`src/rtl/alu_iter_if.sv`:
```
// alu_iter_if: handshake bundle for the iterative integer execution unit.
//   Request side : in_valid, in_ready, a, b, funct3_, funct7_, instr_type
//   Response side: out_valid, out_ready, c, illegal
// The master modport belongs to the producer/consumer (the core), and the
// slave modport belongs to the execution unit.
interface alu_iter_if #(
  parameter int XLEN = 32
);
  logic            in_valid;
  logic            in_ready;
  logic [XLEN-1:0] a;
  logic [XLEN-1:0] b;
  logic [2:0]      funct3_;
  logic [6:0]      funct7_;
  logic [3:0]      instr_type;
  logic            out_valid;
  logic            out_ready;
  logic [XLEN-1:0] c;
  logic            illegal;

  modport master (
    output in_valid, a, b, funct3_, funct7_, instr_type, out_ready,
    input  in_ready, out_valid, c, illegal
  );

  modport slave (
    input  in_valid, a, b, funct3_, funct7_, instr_type, out_ready,
    output in_ready, out_valid, c, illegal
  );
endinterface

```
`src/rtl/alu_iter.sv`:
```
// alu_iter: multi-cycle RV32I ALU plus RV32M MUL (low half).
//   clk    : rising-edge clock
//   reset  : synchronous, active-high
//   bus    : alu_iter_if.slave request/response handshake (XLEN must match)
//   busy   : high whenever the unit is not IDLE
// Single-cycle ops and illegal encodings reach DONE on the accept edge.
// Shifts move at most SHIFT_STEP bits per cycle; MUL is shift-add, one
// multiplier bit per cycle for XLEN cycles. c/illegal are registered and held
// in DONE until the consumer takes them.
module alu_iter #(
  parameter int XLEN       = 32,
  parameter int SHIFT_STEP = 1
) (
  input  logic       clk,
  input  logic       reset,
  alu_iter_if.slave  bus,
  output logic       busy
);

  localparam int SW = $clog2(XLEN);
  localparam logic [SW:0] STEP_MAX = (SW+1)'(SHIFT_STEP);

  typedef enum logic [1:0] {IDLE, SHIFT, MUL, DONE} state_t;

  state_t          state;
  logic [XLEN-1:0] c_q;
  logic            illegal_q;

  // Shift datapath
  logic [XLEN-1:0] sh_val;
  logic [SW-1:0]   sh_rem;
  logic            sh_left;
  logic            sh_arith;

  // Multiply datapath
  logic [XLEN-1:0] mul_acc;
  logic [XLEN-1:0] mul_mcand;
  logic [XLEN-1:0] mul_mplier;
  logic [SW-1:0]   mul_cnt;

  // ------------------------------------------------------------------
  // Decode of the presented operation (only consumed in IDLE on accept).
  // ------------------------------------------------------------------
  logic            dec_illegal;
  logic            dec_alt;     // SUB for funct3 000, SRA for funct3 101
  logic            dec_mul;
  logic            dec_shift;
  logic [SW-1:0]   dec_shamt;
  logic [XLEN-1:0] alu_res;

  // NOTE: every signal assigned in an always_comb gets a default first, so no
  // path through the case statements can leave it unassigned and infer a latch.
  always_comb begin
    dec_illegal = 1'b0;
    dec_alt     = 1'b0;
    dec_mul     = 1'b0;
    case (bus.instr_type)
      4'd0: begin
        case (bus.funct7_)
          7'b0000000: ;
          7'b0100000: begin
            if (bus.funct3_ == 3'b000 || bus.funct3_ == 3'b101) dec_alt = 1'b1;
            else                                                dec_illegal = 1'b1;
          end
          7'b0000001: begin
            if (bus.funct3_ == 3'b000) dec_mul = 1'b1;
            else                       dec_illegal = 1'b1;
          end
          default: dec_illegal = 1'b1;
        endcase
      end
      4'd1: begin
        // I-type: funct7 carries immediate bits except for the shift forms.
        if (bus.funct3_ == 3'b001) begin
          if (bus.funct7_ != 7'b0000000) dec_illegal = 1'b1;
        end else if (bus.funct3_ == 3'b101) begin
          if (bus.funct7_ == 7'b0100000)      dec_alt = 1'b1;
          else if (bus.funct7_ != 7'b0000000) dec_illegal = 1'b1;
        end
      end
      default: dec_illegal = 1'b1;
    endcase

    dec_shift = !dec_illegal && (bus.funct3_ == 3'b001 || bus.funct3_ == 3'b101);
    dec_shamt = bus.b[SW-1:0];

    alu_res = '0;
    case (bus.funct3_)
      3'b000:  alu_res = dec_alt ? bus.a - bus.b : bus.a + bus.b;
      3'b010:  alu_res = XLEN'($signed(bus.a) < $signed(bus.b));
      3'b011:  alu_res = XLEN'(bus.a < bus.b);
      3'b100:  alu_res = bus.a ^ bus.b;
      3'b110:  alu_res = bus.a | bus.b;
      3'b111:  alu_res = bus.a & bus.b;
      default: alu_res = '0;
    endcase
  end

  // ------------------------------------------------------------------
  // Iteration step logic.
  // ------------------------------------------------------------------
  logic [SW:0]     sh_step;
  logic [XLEN-1:0] sh_next;
  logic [SW-1:0]   sh_rem_next;
  logic [XLEN-1:0] mul_sum;

  always_comb begin
    sh_step = ({1'b0, sh_rem} < STEP_MAX) ? {1'b0, sh_rem} : STEP_MAX;
    if (sh_left)       sh_next = sh_val << sh_step;
    else if (sh_arith) sh_next = $unsigned($signed(sh_val) >>> sh_step);
    else               sh_next = sh_val >> sh_step;
    // sh_step never exceeds sh_rem, so the low bits carry the whole step.
    sh_rem_next = sh_rem - sh_step[SW-1:0];
    mul_sum     = mul_acc + (mul_mplier[0] ? mul_mcand : '0);
  end

  // ------------------------------------------------------------------
  // Control FSM and registered results.
  // ------------------------------------------------------------------
  // NOTE: only the FSM state and the visible outputs are reset; the shift and
  // multiply datapath registers are always loaded on accept before being read.
  always_ff @(posedge clk) begin
    if (reset) begin
      state     <= IDLE;
      c_q       <= '0;
      illegal_q <= 1'b0;
    end else begin
      // NOTE: sequential state uses non-blocking assignments so every register
      // samples pre-edge values regardless of statement order.
      case (state)
        IDLE: begin
          if (bus.in_valid) begin
            if (dec_illegal) begin
              c_q       <= '0;
              illegal_q <= 1'b1;
              state     <= DONE;
            end else if (dec_mul) begin
              mul_acc    <= '0;
              mul_mcand  <= bus.a;
              mul_mplier <= bus.b;
              mul_cnt    <= SW'(XLEN - 1);
              state      <= MUL;
            end else if (dec_shift) begin
              if (dec_shamt == '0) begin
                c_q       <= bus.a;
                illegal_q <= 1'b0;
                state     <= DONE;
              end else begin
                sh_val   <= bus.a;
                sh_rem   <= dec_shamt;
                sh_left  <= (bus.funct3_ == 3'b001);
                sh_arith <= dec_alt;
                state    <= SHIFT;
              end
            end else begin
              c_q       <= alu_res;
              illegal_q <= 1'b0;
              state     <= DONE;
            end
          end
        end

        SHIFT: begin
          sh_val <= sh_next;
          sh_rem <= sh_rem_next;
          if (sh_rem_next == '0) begin
            c_q       <= sh_next;
            illegal_q <= 1'b0;
            state     <= DONE;
          end
        end

        MUL: begin
          mul_acc    <= mul_sum;
          mul_mcand  <= mul_mcand << 1;
          mul_mplier <= mul_mplier >> 1;
          mul_cnt    <= mul_cnt - 1'b1;
          if (mul_cnt == '0) begin
            c_q       <= mul_sum;
            illegal_q <= 1'b0;
            state     <= DONE;
          end
        end

        DONE: begin
          if (bus.out_ready) state <= IDLE;
        end

        default: state <= IDLE;
      endcase
    end
  end

  assign bus.in_ready  = (state == IDLE);
  assign bus.out_valid = (state == DONE);
  assign bus.c         = c_q;
  assign bus.illegal   = illegal_q;
  assign busy          = (state != IDLE);

endmodule
```
`src/flat_wrapper.sv`:
```
// flat-port wrapper written by rule: the top's interface ports become plain ports
module alu_iter_flat 
#(
  parameter int XLEN       = 32,
  parameter int SHIFT_STEP = 1
)
  (clk, reset, busy, bus_in_valid, bus_a, bus_b, bus_funct3_, bus_funct7_, bus_instr_type, bus_out_ready, bus_in_ready, bus_out_valid, bus_c, bus_illegal);
  alu_iter_if #(.XLEN(XLEN)) bus_i ();
  input  logic clk;
  input  logic reset;
  output logic busy;
  input wire logic [$bits(bus_i.in_valid)-1:0] bus_in_valid;
  input wire logic [$bits(bus_i.a)-1:0] bus_a;
  input wire logic [$bits(bus_i.b)-1:0] bus_b;
  input wire logic [$bits(bus_i.funct3_)-1:0] bus_funct3_;
  input wire logic [$bits(bus_i.funct7_)-1:0] bus_funct7_;
  input wire logic [$bits(bus_i.instr_type)-1:0] bus_instr_type;
  input wire logic [$bits(bus_i.out_ready)-1:0] bus_out_ready;
  output wire logic [$bits(bus_i.in_ready)-1:0] bus_in_ready;
  output wire logic [$bits(bus_i.out_valid)-1:0] bus_out_valid;
  output wire logic [$bits(bus_i.c)-1:0] bus_c;
  output wire logic [$bits(bus_i.illegal)-1:0] bus_illegal;
  assign bus_i.in_valid = bus_in_valid;
  assign bus_i.a = bus_a;
  assign bus_i.b = bus_b;
  assign bus_i.funct3_ = bus_funct3_;
  assign bus_i.funct7_ = bus_funct7_;
  assign bus_i.instr_type = bus_instr_type;
  assign bus_i.out_ready = bus_out_ready;
  assign bus_in_ready = bus_i.in_ready;
  assign bus_out_valid = bus_i.out_valid;
  assign bus_c = bus_i.c;
  assign bus_illegal = bus_i.illegal;
  alu_iter #(.XLEN(XLEN), .SHIFT_STEP(SHIFT_STEP)) u_core (.clk(clk), .reset(reset), .bus(bus_i), .busy(busy));
endmodule
```
`config.mk`:
```
export PLATFORM = sky130hd
export DESIGN_NAME = alu_iter_flat
export DESIGN_NICKNAME = d
export VERILOG_FILES = /design/src/rtl/alu_iter_if.sv /design/src/rtl/alu_iter.sv /design/src/flat_wrapper.sv
export SDC_FILE = /design/constraint.sdc
export NUM_CORES = 1
export LEC_CHECK = 0
export BUFFER_PORTS_ARGS = -buffer_cell sky130_fd_sc_hd__buf_2
export CAP_MARGIN = 20
export CORE_MARGIN = 2
export CORE_UTILIZATION = 40
export CTS_CLUSTER_DIAMETER = 150
export DETAILED_ROUTE_END_ITERATION = 8
export PLACE_DENSITY = 0.55
export SYNTH_ARGS = -nofsm -noshare
export SYNTH_HDL_FRONTEND = slang
export SYNTH_SLANG_ARGS = --single-unit
export TNS_END_PERCENT = 100
```
`constraint.sdc`:
```
create_clock -name clk -period 7.9 [get_ports clk]
set_input_delay 0.395 -clock clk [delete_from_list [all_inputs] [get_ports clk]]
set_output_delay 0.395 -clock clk [all_outputs]
set_load 0.05 [all_outputs]
```
## After elaboration in Yosys (flattened, before gate mapping)

Index checks and enable logic that the tools add are counted.

| cells by class | value |
|---|---|
| add/subtract/negate cells | 5 |
| $mul | 0 |
| divide/modulo/power cells | 0 |
| magnitude comparators | 3 |
| eq/ne operators | 24 |
| shift-type cells | 3 |
| multiplexer cells | 76 |
| bitwise operators | 7 |
| reduce and logical (&&, ||, !) cells | 21 |

Operator list:

| operator | number |
|---|---|
| $mux W32 | 25 |
| $pmux W32 S2 | 4 |
| $pmux W32 S6 | 1 |
| $pmux W32 S3 | 1 |
| $add A32 B32 Y32 | 2 |
| $lt A32 B32 Y1 | 2 |
| $mux W5 | 9 |
| $and A32 B32 Y32 | 1 |
| $or A32 B32 Y32 | 1 |
| $shl A32 B6 Y32 | 1 |
| $shr A32 B6 Y32 | 1 |
| $sshr A32 B6 Y32 | 1 |
| $sub A32 B32 Y32 | 1 |
| $xor A32 B32 Y32 | 1 |
| $mux W1 | 21 |
| $pmux W5 S2 | 2 |
| $mux W2 | 8 |
| $logic_not A5 Y1 | 3 |
| $reduce_and A7 Y1 | 2 |
| $eq A3 B3 Y1 const B | 4 |
| $ne A2 B2 Y1 const B | 5 |
| $ne A2 B1 Y1 const B | 4 |
| $pmux W2 S4 | 1 |
| $eq A7 B1 Y1 const B | 1 |
| other kinds (27) | 37 |

| storage, ports and cells | value |
|---|---|
| register bits after elaboration | 175 |
| bits in latches | 0 |
| RAM bits | 0 |
| bits in read-only memories | 0 |
| input bits | 82 |
| output and inout bits | 36 |
| logic and storage cells | 150 |
| memories | 0 |

## Longest topological paths before layout

Gate-level depths: netlist of the first run.

| logic depth | value |
|---|---|
| depth after elaboration | 13 |
| gate-level depth with buffers | 15 |

## Worst setup path after synthesis of the first run

OpenSTA, ideal clock, no wires.

| timing | value |
|---|---|
| kind | input to register |
| from | input bus_funct3_[2] |
| to | register u_core.mul_acc[0], enable pin |
| library setup time | 0.594 ns |
| arrival | 6.423 ns |
| data required time | 7.306 ns |
| path slack | 0.883 ns |
| stages on the path | 5 |
| path through | clkbuf_1 nor3_1 and3_1 nand3_1 a21oi_1 |

| between the ends | value |
|---|---|
| word-level cells in the longest chain between the ends | 7 |

RTL lines:

| item | RTL line | RTL |
|---|---|---|
| start: declaration | flat_wrapper.sv:15 | `input wire logic [$bits(bus_i.funct3_)-1:0] bus_funct3_;` |
| $eq A3 B3 Y1 or $logic_not A3 Y1 (tied branches) | alu_iter.sv:62, alu_iter.sv:76, alu_iter.sv:66 |  |
| $logic_or A1 B1 Y1 | alu_iter.sv:62 | `if (bus.funct3_ == 3'b000 \|\| bus.funct3_ == 3'b101) dec_alt = 1'b1;` |
| $mux W1 | alu_iter.sv:62 |  |
| $pmux W1 S3 | alu_iter.sv:59 | `case (bus.funct7_)` |
| $pmux W1 S2 | alu_iter.sv:57 | `case (bus.instr_type)` |
| $ne A2 B2 Y1 (no source line) | -- |  |
| $reduce_and A5 Y1 (no source line) * | -- |  |
| end signal: assignment | alu_iter.sv:174 | `mul_acc <= mul_sum;` |
| end: declaration | alu_iter.sv:36 | `logic [XLEN-1:0] mul_acc;` |

Every way passes the cells marked *; elsewhere a longest branch is shown, timed or not.
A chain may end at the register's enable or synchronous reset.

## Final worst setup path of the first run

| timing | value |
|---|---|
| from | register u_core.mul_mplier[0] |
| to | register u_core.c_q[28] (netlist: u_core.bus.c[28]) |

| between the ends | value |
|---|---|
| word-level cells in the longest chain between the ends | 4 |

RTL lines:

| item | RTL line | RTL |
|---|---|---|
| start: declaration | alu_iter.sv:38 | `logic [XLEN-1:0] mul_mplier;` |
| start signal: assignment | alu_iter.sv:140 | `mul_mplier <= bus.b;` |
| start signal: assignment | alu_iter.sv:176 | `mul_mplier <= mul_mplier >> 1;` |
| $mux W32 | alu_iter.sv:114 | `mul_sum = mul_acc + (mul_mplier[0] ? mul_mcand : '0);` |
| $add A32 B32 Y32 | alu_iter.sv:114 |  |
| $mux W32 | alu_iter.sv:178 | `if (mul_cnt == '0) begin` |
| $pmux W32 S3 | alu_iter.sv:130 | `case (state)` |
| end signal: assignment | alu_iter.sv:145 | `c_q <= bus.a;` |
| end signal: assignment | alu_iter.sv:156 | `c_q <= alu_res;` |
| end signal: assignment | alu_iter.sv:179 | `c_q <= mul_sum;` |
| end: declaration | alu_iter.sv:26 | `logic [XLEN-1:0] c_q;` |

Every way passes these cells. The select of a mux whose other input is x is not followed.

==> results.toml, run 1 <==
[outcome]
status = "complete, no violations"

[finish]
final_util_pct = 44.7
post-route-cell-area_um2 = 16800
final_common_cell = "nand2_1"
drive_above_1_share_pct = 10.6
layout_common_cells = "nand2_1, o21ai_0, edfxtp_1"
nets = 2062
area_growth_pct = 10.3

[logic_synthesis]
netlist_area_um2 = 15200
synth_ff_type = "edfxtp_1"
synth_edf_count = 140
synth.distinct_cells = 83
async_flop_share_pct = 0
yosys_warnings = 0
avgSynthCellArea_um2 = 8.42
synth-seq-cells = 175
yosysSeqAreaShare_pct = 32.3
synth_cells = 1803
synthesis.nets = 2022

[timing]
rsz0062_at_grt = "no"
max_freq_ghz = 0.230
slew_headroom_pct = 35.2
slew_violations = 0
setup_tns_ps = 0
timing.final.crit_share_pct = 55.1
hold_viol = 0
tightest_slew_ps = 972
fin_crit_ps = 4360
setup_viol = 0
skew_ps = 11.6
fin_ws_ps = 3540

[worst_hold_path]
hold_start = "bus_b[5]"
hold_depth = 3
hold_end = "u_core.mul_mplier[5]"
hold_class = "input port to flip-flop"

[floorplanning]
num_rows = 71
fp.dieW_um = 199
core_um2 = 37500
start_util_pct = 40.5
die_area_um2 = 39500
io-pin-count = 118
die_h_um = 199

[clocking]
cts_num_sinks = 175
clk_pin_slew_ps = 80
ctsHtreeMaxLevel = 4
cts_made_buffers = 17
clockRootBuffer = "clkbuf_16"
cts_tree = "yes"
clockBufferDepth = 2
worstSkewPairLatency_ps = 460
post_cts_buffers = 0
ctsResizeCount = 0
cts_hold_buf = 0

[routing]
drc = 0
antenna_left = 0
wl_per_cell_um = 20.9
vias = 13900
vias_per_cell = 5.85
drt_iter0_markers = 1625
dr.pass1.iters = 7
wl_um = 49500

[setup_path]
timing.rr.start = "u_core.mul_mplier[0]"
critPathKind = "flip-flop to flip-flop"
cp_data_required_time_ps = 8270
reg2reg_setup_slack_ps = 3540
cp_data_arrival_time_ps = 4730
reg2regPathDepth = 14
critPathCaptureType = "flip-flop"
r2r_end = "u_core.bus.c[28]"
path_max_fanout = 32
crit_path_start_kind = "flip-flop"

[placement]
portBuffers = 117
gp_congestion = 0.935
pre_cts_ws_ps = 3550
place_area_um2 = 16200
hpwl_um = 37000

[global_route]
grt_overflow_total = 0
grt_start_max_net_pins = 85
grt_pass1_vias = 12900
track_usage_pct = 25.2
antenna_found_initial = 0
grt_pass1_wl_um = 76400

[power_and_ir_drop]
ir_drop_uv = 185
leakage_nw = 6.91
power_density_nw_per_um2 = 231

[flow_run]
cap_violations = 0
synth_stat cells (all sizes together) (10+ instances only):
cell type	n	area, um^2
nand3	27	135
mux2i	66	661
buf	18	82.6
o211a	10	100
o22ai	14	87.6
nor4	10	68.8
xnor2	41	359
nand2b	17	106
a22o	35	307
xor2	15	131
dfxtp	35	701
o21bai	24	180
clkbuf	97	418
o211ai	28	210
inv	136	510
nor3	31	155
a221oi	15	131
ha	134	1680
a21o	22	169
a311oi	10	87.6
a21oi	126	631
a211oi	38	290
and2	48	302
o21ai	169	850
a31oi	13	81.3
a22oi	29	218
or3	14	87.6
nor2	134	503
nand2	193	732
edfxtp	140	4200
sequential cells by signal, summed over array words and instances, names as in the netlist:
name                flops
u_core.bus.c           32
u_core.mul_mcand       32
u_core.sh_arith         1
u_core.sh_rem           5
u_core.bus.illegal      1
u_core.sh_val          32
u_core.mul_acc         32
u_core.sh_left          1
u_core.state            2
u_core.mul_cnt          5
u_core.mul_mplier      32
critical path: stages, from the launching register on:
cell and delay (ps):
edfxtp_1 950, and2_1 240, ha_1 210, inv_1 70
fa_1 420, nand2b_1 180, a21oi_1 280, o2111ai_1 220
a21oi_1 280, o21ai_1 190, o211ai_1 340, a211oi_1 160
xnor2_1 370, a221oi_1 140, nor3_1 200
routing by layer:
metal / part of all wire (%) / up-vias / track usage, %
met1: 49 / 6626 / 38.7
met3: 6.8 / 63 / 3.37
met5: 0 / - / 0
li1: - / 6621 / -
met2: 41 / 550 / 35.8
met4: 2.9 / 0 / 8.49
logic make-up (layout without fill, tap and decap cells):
family	Yosys count	count (layout)	synth area share [%]
muxes	67	67	4.42
AOI/OAI and AO/OA	599	599	26.1
and+or+nand+nor	517	517	15.8
buffers and inverters	252	305	6.72
DFF	175	175	32.3
adders and majority gates	137	137	11.4
xor gates and xnor gates	56	56	3.23
other	0	1	0
final cells by class:
| class | count | area, um^2 |
|---|---|---|
| fill | 3794 | 20700 |
| multi-input combinational | 1376 | 9330 |
| sequential | 175 | 4900 |
| timing repair buffer | 137 | 781 |
| tap | 511 | 639 |
| inverter | 136 | 510 |
| clock buffer | 19 | 443 |
| clock inverter | 13 | 144 |
| antenna | 1 | 2.50 |
how the worst max path moves through the flow:
stage,from,endpoint,slack (ps),cells after the start
floorplan,bus_funct3_[2],u_core.mul_acc[0],880,5
global placement,u_core.mul_mplier[0],u_core.bus.c[30],3630,14
detailed placement,u_core.mul_mplier[0],u_core.bus.c[30],3550,14
CTS,u_core.mul_mplier[0],u_core.bus.c[30],3540,14
global route,u_core.mul_mplier[0],u_core.bus.c[28],3070,14
finish,u_core.mul_mplier[0],u_core.bus.c[28],3540,14
report_power, final:
part	leakage (nW)	internal (W)	switching, W
registers	1.56	0.00118	0.0000909
logic	5.06	0.000541	0.00116
clock network	0.287	0.000458	0.000437
through the flow:
step                      hold slack [ps]  std cells  total power, W
after floorplan                       466       1803         0.00251
after global placement                482       2333         0.00296
after detailed placement              487       2335         0.00298
after CTS                             328       2367         0.00388
after global routing                  358       2367         0.00411
final                                 348       2368         0.00387
Note: power is estimated with default switching activity, not from simulation.
==> run 2, diff against run 1 <==
Settings changed: PLACE_DENSITY 0.55 to 0.57.
Clock period 7.9 ns to 3.7 ns, I/O delays scaled along.
==> run 2 against run 1 <==
  * Largest power group unchanged
  * Final cell count up 1.4%
  * Global-route usage grew 0.89 points
  * Power grew 120%
  * Clock skew is 1.9 ps higher
  * Die area did not move
  * Via count up 0.19%
  * Fmax grew 24%
  * Flip-flop and latch count stayed put
  * Final area is 1.8% higher
  * Sequential power grew 110%
  * Combinational power grew 120%
==> results.toml, run 2 (synthesized netlist as in run 1, its figures left out) <==
[timing]
fin_ws_ps = 194
slew_headroom_pct = 41.4
fin_crit_ps = 3510
setup_viol = 0
timing.final.crit_share_pct = 94.8
setup_tns_ps = 0
max_freq_ghz = 0.285
hold_viol = 0
slew_violations = 0
skew_ps = 13.6
hold_slack_ps = 117
tightest_slew_ps = 879

[clocking]
post_cts_buffers = 0
cts_tree = "yes"
ctsHtreeMaxLevel = 4
clockRootBuffer = "clkbuf_16"
cts_made_buffers = 17
cts_num_sinks = 175
worstSkewPairLatency_ps = 460
clk_pin_slew_ps = 80
cts_hold_buf = 0
clockBufferDepth = 2

[placement]
hpwl_um = 39400
pre_cts_ws_ps = 57.6
gp_congestion = 0.910
dp.cells = 2367
portBuffers = 117

[setup_path]
crit_path_start_kind = "flip-flop"
cp_slowest_cell = "edfxtp_1"
path_cells = "buf_12 > and2_1 > ha_2 > a2111oi_4 > o21ai_2 > a32o_2 > nor2b_4 > a31o_4 > o31ai_4 > o311ai_2 > or3_1 > a21o_1 > a311oi_1"
crit_end = "u_core.bus.c[31]"
crit_path_start = "u_core.mul_mplier[0]"
critPathCaptureType = "flip-flop"
reg2regPathDepth = 13
cp_data_arrival_time_ps = 3870
critical_path.max_stage_delay_ps = 440
timing.rr.start = "u_core.mul_mplier[0]"
reg2reg_setup_slack_ps = 190
path_max_fanout = 31
r2r_end = "u_core.bus.c[31]"
critPathKind = "flip-flop to flip-flop"
cp_data_required_time_ps = 4070

[routing]
vias = 13900
vias_per_cell = 5.79
drc = 0
dr.pass1.iters = 6
drt_iter0_markers = 1153
wl_um = 51100
antenna_left = 0
wl_per_cell_um = 21.3

[finish]
fin_cells = 2400
final_common_cell = "nand2_1"
drive_above_1_share_pct = 12.4
final_util_pct = 45.5
fillers = 3780
nets = 2094
layout_common_cells = "nand2_1, o21ai_0, edfxtp_1"
area_growth_pct = 12.3

[power_and_ir_drop]
ir_drop_uv = 306
clock_power_share_pct = 23.0
swShare_pct = 44.0
power_density_nw_per_um2 = 491
seq_power_share_pct = 32.3
combPwrFrac_pct = 44.8
leakage_nw = 7.07
p_sw_w = 0.00369
internal_power_w = 0.00469

[global_route]
grt_overflow_total = 0
grt_pass1_vias = 12800
antenna_found_initial = 2
grt_start_max_net_pins = 68
grt_pass1_wl_um = 78200
track_usage_pct = 26.1

[floorplanning]
die_area_um2 = 39500
die_h_um = 199
io-pin-count = 118
fp.dieW_um = 199
core_um2 = 37500
num_rows = 71
start_util_pct = 40.5

[outcome]
status = "complete, no violations"

[flow_run]
cap_violations = 0

[worst_hold_path]
hold_class = "input port to flip-flop"
hold_depth = 3
-- run 2: metal layers --
layer | global-route usage (%) | up-vias | share of wire [%]
met5 | 0 | - | 0
met4 | 5.14 | 0 | 1.3
met3 | 3.58 | 35 | 5.9
met2 | 38.3 | 434 | 43
met1 | 40.4 | 6732 | 50
li1 | - | 6686 | -
-- run 2: metrics by stage --
stage / power, W / area, um^2
after floorplan: 0.00535 / 15200
after global placement: 0.00644 / 16400
after detailed placement: 0.00646 / 16400
after CTS: 0.00838 / 17000
after global routing: 0.00890 / 17100
final: 0.00838 / 17100
-- run 2: worst min-delay path by stage --
stage	slack [ps]	endpoint	from
floorplan	370	u_core.bus.c[27]	reset
global placement	480	u_core.bus.illegal	u_core.bus.illegal
detailed placement	480	u_core.bus.c[1]	u_core.bus.c[1]
CTS	110	u_core.mul_mplier[5]	bus_b[5]
global route	140	u_core.mul_mplier[8]	bus_b[8]
finish	120	u_core.mul_mplier[5]	bus_b[5]
-- run 2: area by class of cell --
class / count / area, um^2 / share of cell area [%]
clock inverters: 15 / 184 / 1.08
flip-flops and latches: 175 / 4900 / 28.8
well taps: 511 / 639 / 3.75
diodes: 1 / 2.50 / 0.0147
inverters: 136 / 510 / 2.99
repair buffers: 169 / 1040 / 6.09
clock buffers: 17 / 425 / 2.49
multi-input cells: 1376 / 9350 / 54.8
-- run 2: power by group through the flow --
stage	Clock, W	Sequential (W)	Combinational (W)
after floorplan	0	0.00301	0.00234
after global placement	0	0.00274	0.00369
after detailed placement	0	0.00275	0.00372
after CTS	0.00195	0.00270	0.00373
after global routing	0.00203	0.00272	0.00414
final	0.00192	0.00270	0.00375
-- run 2: worst max-delay path: cells and delay by family (launching register included) --
kind,cells,cell delay (ps)
compound gates,8,1790
fa+ha+maj,1,320
simple gates,3,670
buf+inv,1,180
flops,1,440
-- run 2: repair_timing --
action | CTS | global route
endpoints found under the setup margin | 0 | 5
resized for setup | 0 | 5
hold endpoints to repair | 0 | 0
